### config.mk
export PLATFORM = sky130hd
export DESIGN_NAME = pc_fetch_ctrl
export DESIGN_NICKNAME = d
export VERILOG_FILES = /design/src/rtl/pc_ctrl_pkg.sv /design/src/rtl/return_stack.sv /design/src/rtl/pc_fetch_ctrl.sv
export SDC_FILE = /design/constraint.sdc
export NUM_CORES = 1
export LEC_CHECK = 0
export CORE_ASPECT_RATIO = 1.75
export CORE_MARGIN = 1.5
export CORE_UTILIZATION = 25
export DETAILED_ROUTE_END_ITERATION = 10
export PLACE_DENSITY = 0.46
export SYNTH_ARGS = -nofsm -noshare
export SYNTH_HDL_FRONTEND = slang
export SYNTH_SLANG_ARGS = --single-unit
### constraint.sdc
create_clock -name clk -period 8.6 [get_ports clk]
set_clock_uncertainty 0.2 [all_clocks]
set_input_delay 1.72 -clock clk [delete_from_list [all_inputs] [get_ports clk]]
set_output_delay 1.72 -clock clk [all_outputs]
set_load 0.05 [all_outputs]
### src/rtl/pc_ctrl_pkg.sv
// pc_ctrl_pkg: shared widths, PC command encoding and bubble word for the fetch sequencer.
package pc_ctrl_pkg;
  localparam int ADDR_W = 11;
  localparam int DATA_W = 14;
  localparam int STACK_DEPTH = 8;
  typedef enum logic [2:0] {
    PC_INC  = 3'd0,
    PC_SKIP = 3'd1,
    PC_GOTO = 3'd2,
    PC_CALL = 3'd3,
    PC_RET  = 3'd4,
    PC_BRA  = 3'd5
  } pc_op_e;
  localparam logic [DATA_W-1:0] NOP_INSTR = 14'h0000;
endpackage

### src/rtl/return_stack.sv
// return_stack: circular hardware return-address stack with sticky overflow/underflow flags.
module return_stack #(
  parameter int ADDR_W = pc_ctrl_pkg::ADDR_W,
  parameter int STACK_DEPTH = pc_ctrl_pkg::STACK_DEPTH,
  localparam int SW = $clog2(STACK_DEPTH)
) (
  input  logic              clk,
  input  logic              reset_n,
  input  logic              push,
  input  logic              pop,
  input  logic [ADDR_W-1:0] push_data,
  output logic [ADDR_W-1:0] pop_data,
  output logic [SW-1:0]     sp,
  output logic              ovf,
  output logic              unf
);
  localparam logic [SW:0] FULL = (SW+1)'(STACK_DEPTH);
  logic [ADDR_W-1:0] mem [STACK_DEPTH];
  logic [SW:0] count;
  logic [SW-1:0] sp_m1;
  assign sp_m1 = sp - SW'(1);
  // An empty pop still reads the wrapped slot below sp; only the flag records the fault.
  assign pop_data = mem[sp_m1];
  always_ff @(posedge clk or negedge reset_n) begin
    if (!reset_n) begin
      for (int i = 0; i < STACK_DEPTH; i++) mem[i] <= '0;
      sp <= '0;
      count <= '0;
      ovf <= 1'b0;
      unf <= 1'b0;
    end else if (push) begin
      mem[sp] <= push_data;
      sp <= sp + SW'(1);
      count <= (count == FULL) ? count : count + (SW+1)'(1);
      ovf <= ovf | (count == FULL);
    end else if (pop) begin
      sp <= sp_m1;
      count <= (count == '0) ? count : count - (SW+1)'(1);
      unf <= unf | (count == '0);
    end
  end
endmodule

### src/rtl/pc_fetch_ctrl.sv
// pc_fetch_ctrl: program counter and two-stage fetch/IR pipeline driving a combinational ROM.
module pc_fetch_ctrl #(
  parameter int ADDR_W = pc_ctrl_pkg::ADDR_W,
  parameter int DATA_W = pc_ctrl_pkg::DATA_W,
  parameter int STACK_DEPTH = pc_ctrl_pkg::STACK_DEPTH
) (
  input  logic                           clk,
  input  logic                           reset_n,
  input  logic                           stall,
  input  logic [2:0]                     pc_op,
  input  logic [ADDR_W-1:0]              target,
  input  logic [8:0]                     offset,
  output logic [ADDR_W-1:0]              rom_addr,
  input  logic [DATA_W-1:0]              rom_data,
  output logic [DATA_W-1:0]              ir,
  output logic                           ir_valid,
  output logic [ADDR_W-1:0]              ir_pc,
  output logic [$clog2(STACK_DEPTH)-1:0] stack_ptr,
  output logic                           stack_ovf,
  output logic                           stack_unf
);
  import pc_ctrl_pkg::*;
  logic [ADDR_W-1:0] pc_fetch, next_pc, pop_data;
  logic [2:0] op;
  logic flush, push, pop;
  assign rom_addr = pc_fetch;
  // A bubble in IR carries no instruction, so its decoder command is ignored.
  always_comb begin
    op = ir_valid ? pc_op : PC_INC;
    flush = (op != PC_INC) && (op <= PC_BRA);
    push = !stall && (op == PC_CALL);
    pop = !stall && (op == PC_RET);
    next_pc = (op == PC_GOTO || op == PC_CALL) ? target :
              (op == PC_RET) ? pop_data :
              (op == PC_BRA) ? pc_fetch + ADDR_W'($signed(offset)) :
              pc_fetch + ADDR_W'(1);
  end
  return_stack #(.ADDR_W(ADDR_W), .STACK_DEPTH(STACK_DEPTH)) u_stack (
    .clk(clk),
    .reset_n(reset_n),
    .push(push),
    .pop(pop),
    .push_data(pc_fetch),
    .pop_data(pop_data),
    .sp(stack_ptr),
    .ovf(stack_ovf),
    .unf(stack_unf)
  );
  always_ff @(posedge clk or negedge reset_n) begin
    if (!reset_n) begin
      pc_fetch <= '0;
      ir <= NOP_INSTR;
      ir_valid <= 1'b0;
      ir_pc <= '0;
    end else if (!stall) begin
      ir_pc <= pc_fetch;
      pc_fetch <= next_pc;
      ir <= flush ? NOP_INSTR : rom_data;
      ir_valid <= !flush;
    end
  end
endmodule
==> results.cfg <==
[clock_tree]
htree_num_levels = 4
path_clk_slew_ns = 0.06
cts_resized = 0
numCtsBuffers = 17
cts_root_buf = clkbuf_16
cts_tree = built
clock-sinks = 134
cts_setup_buffers = 0
hold_buffers = 0
worstSkewPairLatency_ns = 0.43
cts_buffer_depth = 2

[routing]
routed_wl_mm = 18.2
drtAntennaViolNets = 0
dr.first_iter.drc_count = 281
drt_pass1_iterations = 4
routedWlPerCell_um = 20.2
drc = 0
vias = 4356
routed_via_density = 4.83

[global_route]
grt_pass1_vias = 4923
antenna_found_initial = 0
track_usage_pct = 14.3
grt_pass1_wl_mm = 29.1
grt_max_degree = 99
grt-ovfl-total = 0

[final_layout]
layout.nets = 625
nFillCells = 2527
drive_above_1_share_pct = 28.7
synthToLayoutAreaGrowth_pct = 25.7
antenna_cells = 0
multiInputGateArea_um2 = 2970
register_area_um2 = 3350

[sta]
final-hold-violation-count = 0
setup_viol_count_final = 0
fin_tns_setup_ns = 0
fin_crit_ns = 4.51
clock.fmax_ghz = 0.222
rsz0062_at_grt = no
max_slew.worst_pin.slew_ns = 0.937
slew_headroom_pct = 37.6
maxSlewViolCount = 0
setup_ws_ns = 4.09
fin_crit_sh_pct = 52.4

[hold_path]
hold_start = u_stack.unf
hp-class = reg -> reg

[critical_path]
critical_path_arrival_ns = 4.66
cp-end-kind = flip-flop
slowest_stage = clkdlybuf4s50_1
critPathKind = in -> reg
worstPathRequired_ns = 8.76
r2r_start = ir_valid
cp_slowest_stage_delay_ns = 0.59
cp-startpoint = pc_op[2]
startpoint_type = input pin
worstPathCellList = clkdlybuf4s50_1 -> and4b_1 -> nand2b_1 -> ha_1 -> inv_1 -> fa_1 -> nor2b_1 -> or2_2 -> a2111oi_0 -> or3_1 -> nand3_1 -> a21oi_1
crit_fanout = 9

[placed_design]
portBuffers = 81
place_ws_ns = 3.74
hpwl_mm = 13.0
gp_congestion = 0.868

[logic_synthesis]
synth_cell_type_count = 53
ys_seq_area_share_pct = 51.2
synthesis.area_um2 = 6550
synth_edf_count = 0
ys.flop_type = dfrtp_1
async_flop_share_pct = 100
synth_nets = 557
synth_cells = 501
synth_seq_cells = 134
ys.warnings.count = 0
avgSynthCellArea_um2 = 13.1

[die]
start_util_pct = 25.3
pin_count = 82
core_um2 = 25900
chipHeight_um = 217
rows = 78
die-area_um2 = 27200
fp.dieW_um = 125

[pwr]
power_density_nw_per_um2 = 342
power_uw = 2810
ir_drop_uv = 144
leakagePower_uw = 0.00367

[run_status]
status = completed

[run]
drv_cap = 0
==> synth_stat cells, types with 2 or more instances <==
library cell	instances	area (um2)
clkbuf_1	11	41.3
dfrtp_1	134	3350
nor2_1	9	33.8
a22oi_1	2	15.0
buf_2	14	70.1
and2_1	6	37.5
o22ai_1	6	37.5
a21o_1	5	37.5
o211ai_1	3	22.5
a211oi_1	4	30.0
nand3_1	8	40.0
nor3_1	3	15.0
a21oi_1	16	80.1
o221ai_1	2	17.5
and3_1	3	18.8
nand4_2	2	25.0
nand2_1	26	97.6
or3_1	3	18.8
buf_4	2	15.0
a31oi_1	4	25.0
mux2i_1	7	70.1
inv_1	10	37.5
mux4_2	22	495
fa_1	2	40.0
mux2_2	95	1070
buf_1	10	37.5
nand4_1	4	25.0
o21ai_0	19	95.1
xor2_1	5	43.8
o31ai_1	2	15.0
a22o_1	14	123
nor2b_1	3	18.8
a221o_1	2	20.0
ha_1	14	175
xnor2_1	11	96.3
==> power by group <==
part	switching, uW	leakage (uW)	internal [uW]	total, uW
Sequential	189	0.00175	818	1010
Combinational	588	0.00164	474	1060
Clock	286	0.000287	457	744
==> logic make-up (layout without fill, tap and decap cells) <==
kind of cell	Yosys count	count (layout)	share of synthesized area [%]
flops	134	134	51.2
mux	124	124	25.0
compound gates	85	85	8.77
simple gates	75	75	6.21
buf+inv	51	131	3.44
fa+ha+maj	16	16	3.29
xor+xnor	16	16	2.14
==> metal layers <==
layer	share of wire, %	wire [um]	global-route usage, %	up-vias
met5	0	0	0	-
met4	3.1	570	6.40	0
met3	4.3	783	3.71	32
met2	56	10100	27.0	127
met1	37	6750	14.7	2214
li1	-	-	-	1983
==> cells in the final DEF (no fill, tap or decap), drive strengths merged, types with 16 or more instances in the layout <==
cell	n
inv	16
mux2	95
mux4	22
nand2	26
clkbuf	17
dfrtp	134
a21oi	16
clkdlybuf4s50	80
o21ai	19
==> flip-flops by register name, indices dropped and copies added, names as in the netlist <==
name and count:
u_stack.unf 1, u_stack.ovf 1, ir 14, u_stack.mem 88, u_stack.count 4, rom_addr 11, u_stack.sp 3, ir_valid 1
ir_pc 11
==> per-stage QoR <==
| step | instance area, um2 | std cells | utilization (%) | hold slack [ns] |
|---|---|---|---|---|
| global placement | 7630 | 870 | 29.5 | 0.257 |
| detailed placement | 7630 | 870 | 29.5 | 0.257 |
| finish | 8240 | 901 | 31.8 | 0.269 |
| global route | 8240 | 901 | 31.8 | 0.298 |
| floorplan | 6550 | 501 | - | 0.245 |
| CTS | 8240 | 901 | 31.8 | 0.270 |
==> worst max-delay path: cells and delay by family <==
family,cells,cell delay [ns]
AOI/OAI and AO/OA,2,0.68
adders and majority gates,2,0.41
buffers and inverters,2,0.66
and+or+nand+nor,6,1.18
==> worst paths after layout <==
path	to	slack [ns]	cells after the start
worst max-delay path	rom_addr[10]	4.09	12
max in group asynchronous	u_stack.mem[60]	5.89	2
min in group asynchronous	u_stack.mem[17]	1.19	1
worst max register to register	rom_addr[10]	5.32	11
worst min-delay path	u_stack.unf	0.27	2
worst min register to register	u_stack.unf	0.27	2
==> area by class of cell <==
class / instances / share of cell area [%]
Sequential cell: 134 / 40.7
Multi-Input combinational cell: 316 / 36.1
Clock inverter: 14 / 2.13
Tap cell: 320 / 4.86
Clock buffer: 17 / 5.17
Inverter: 12 / 0.547
Timing Repair Buffer: 88 / 10.5
(Power assumes the default switching activity.)
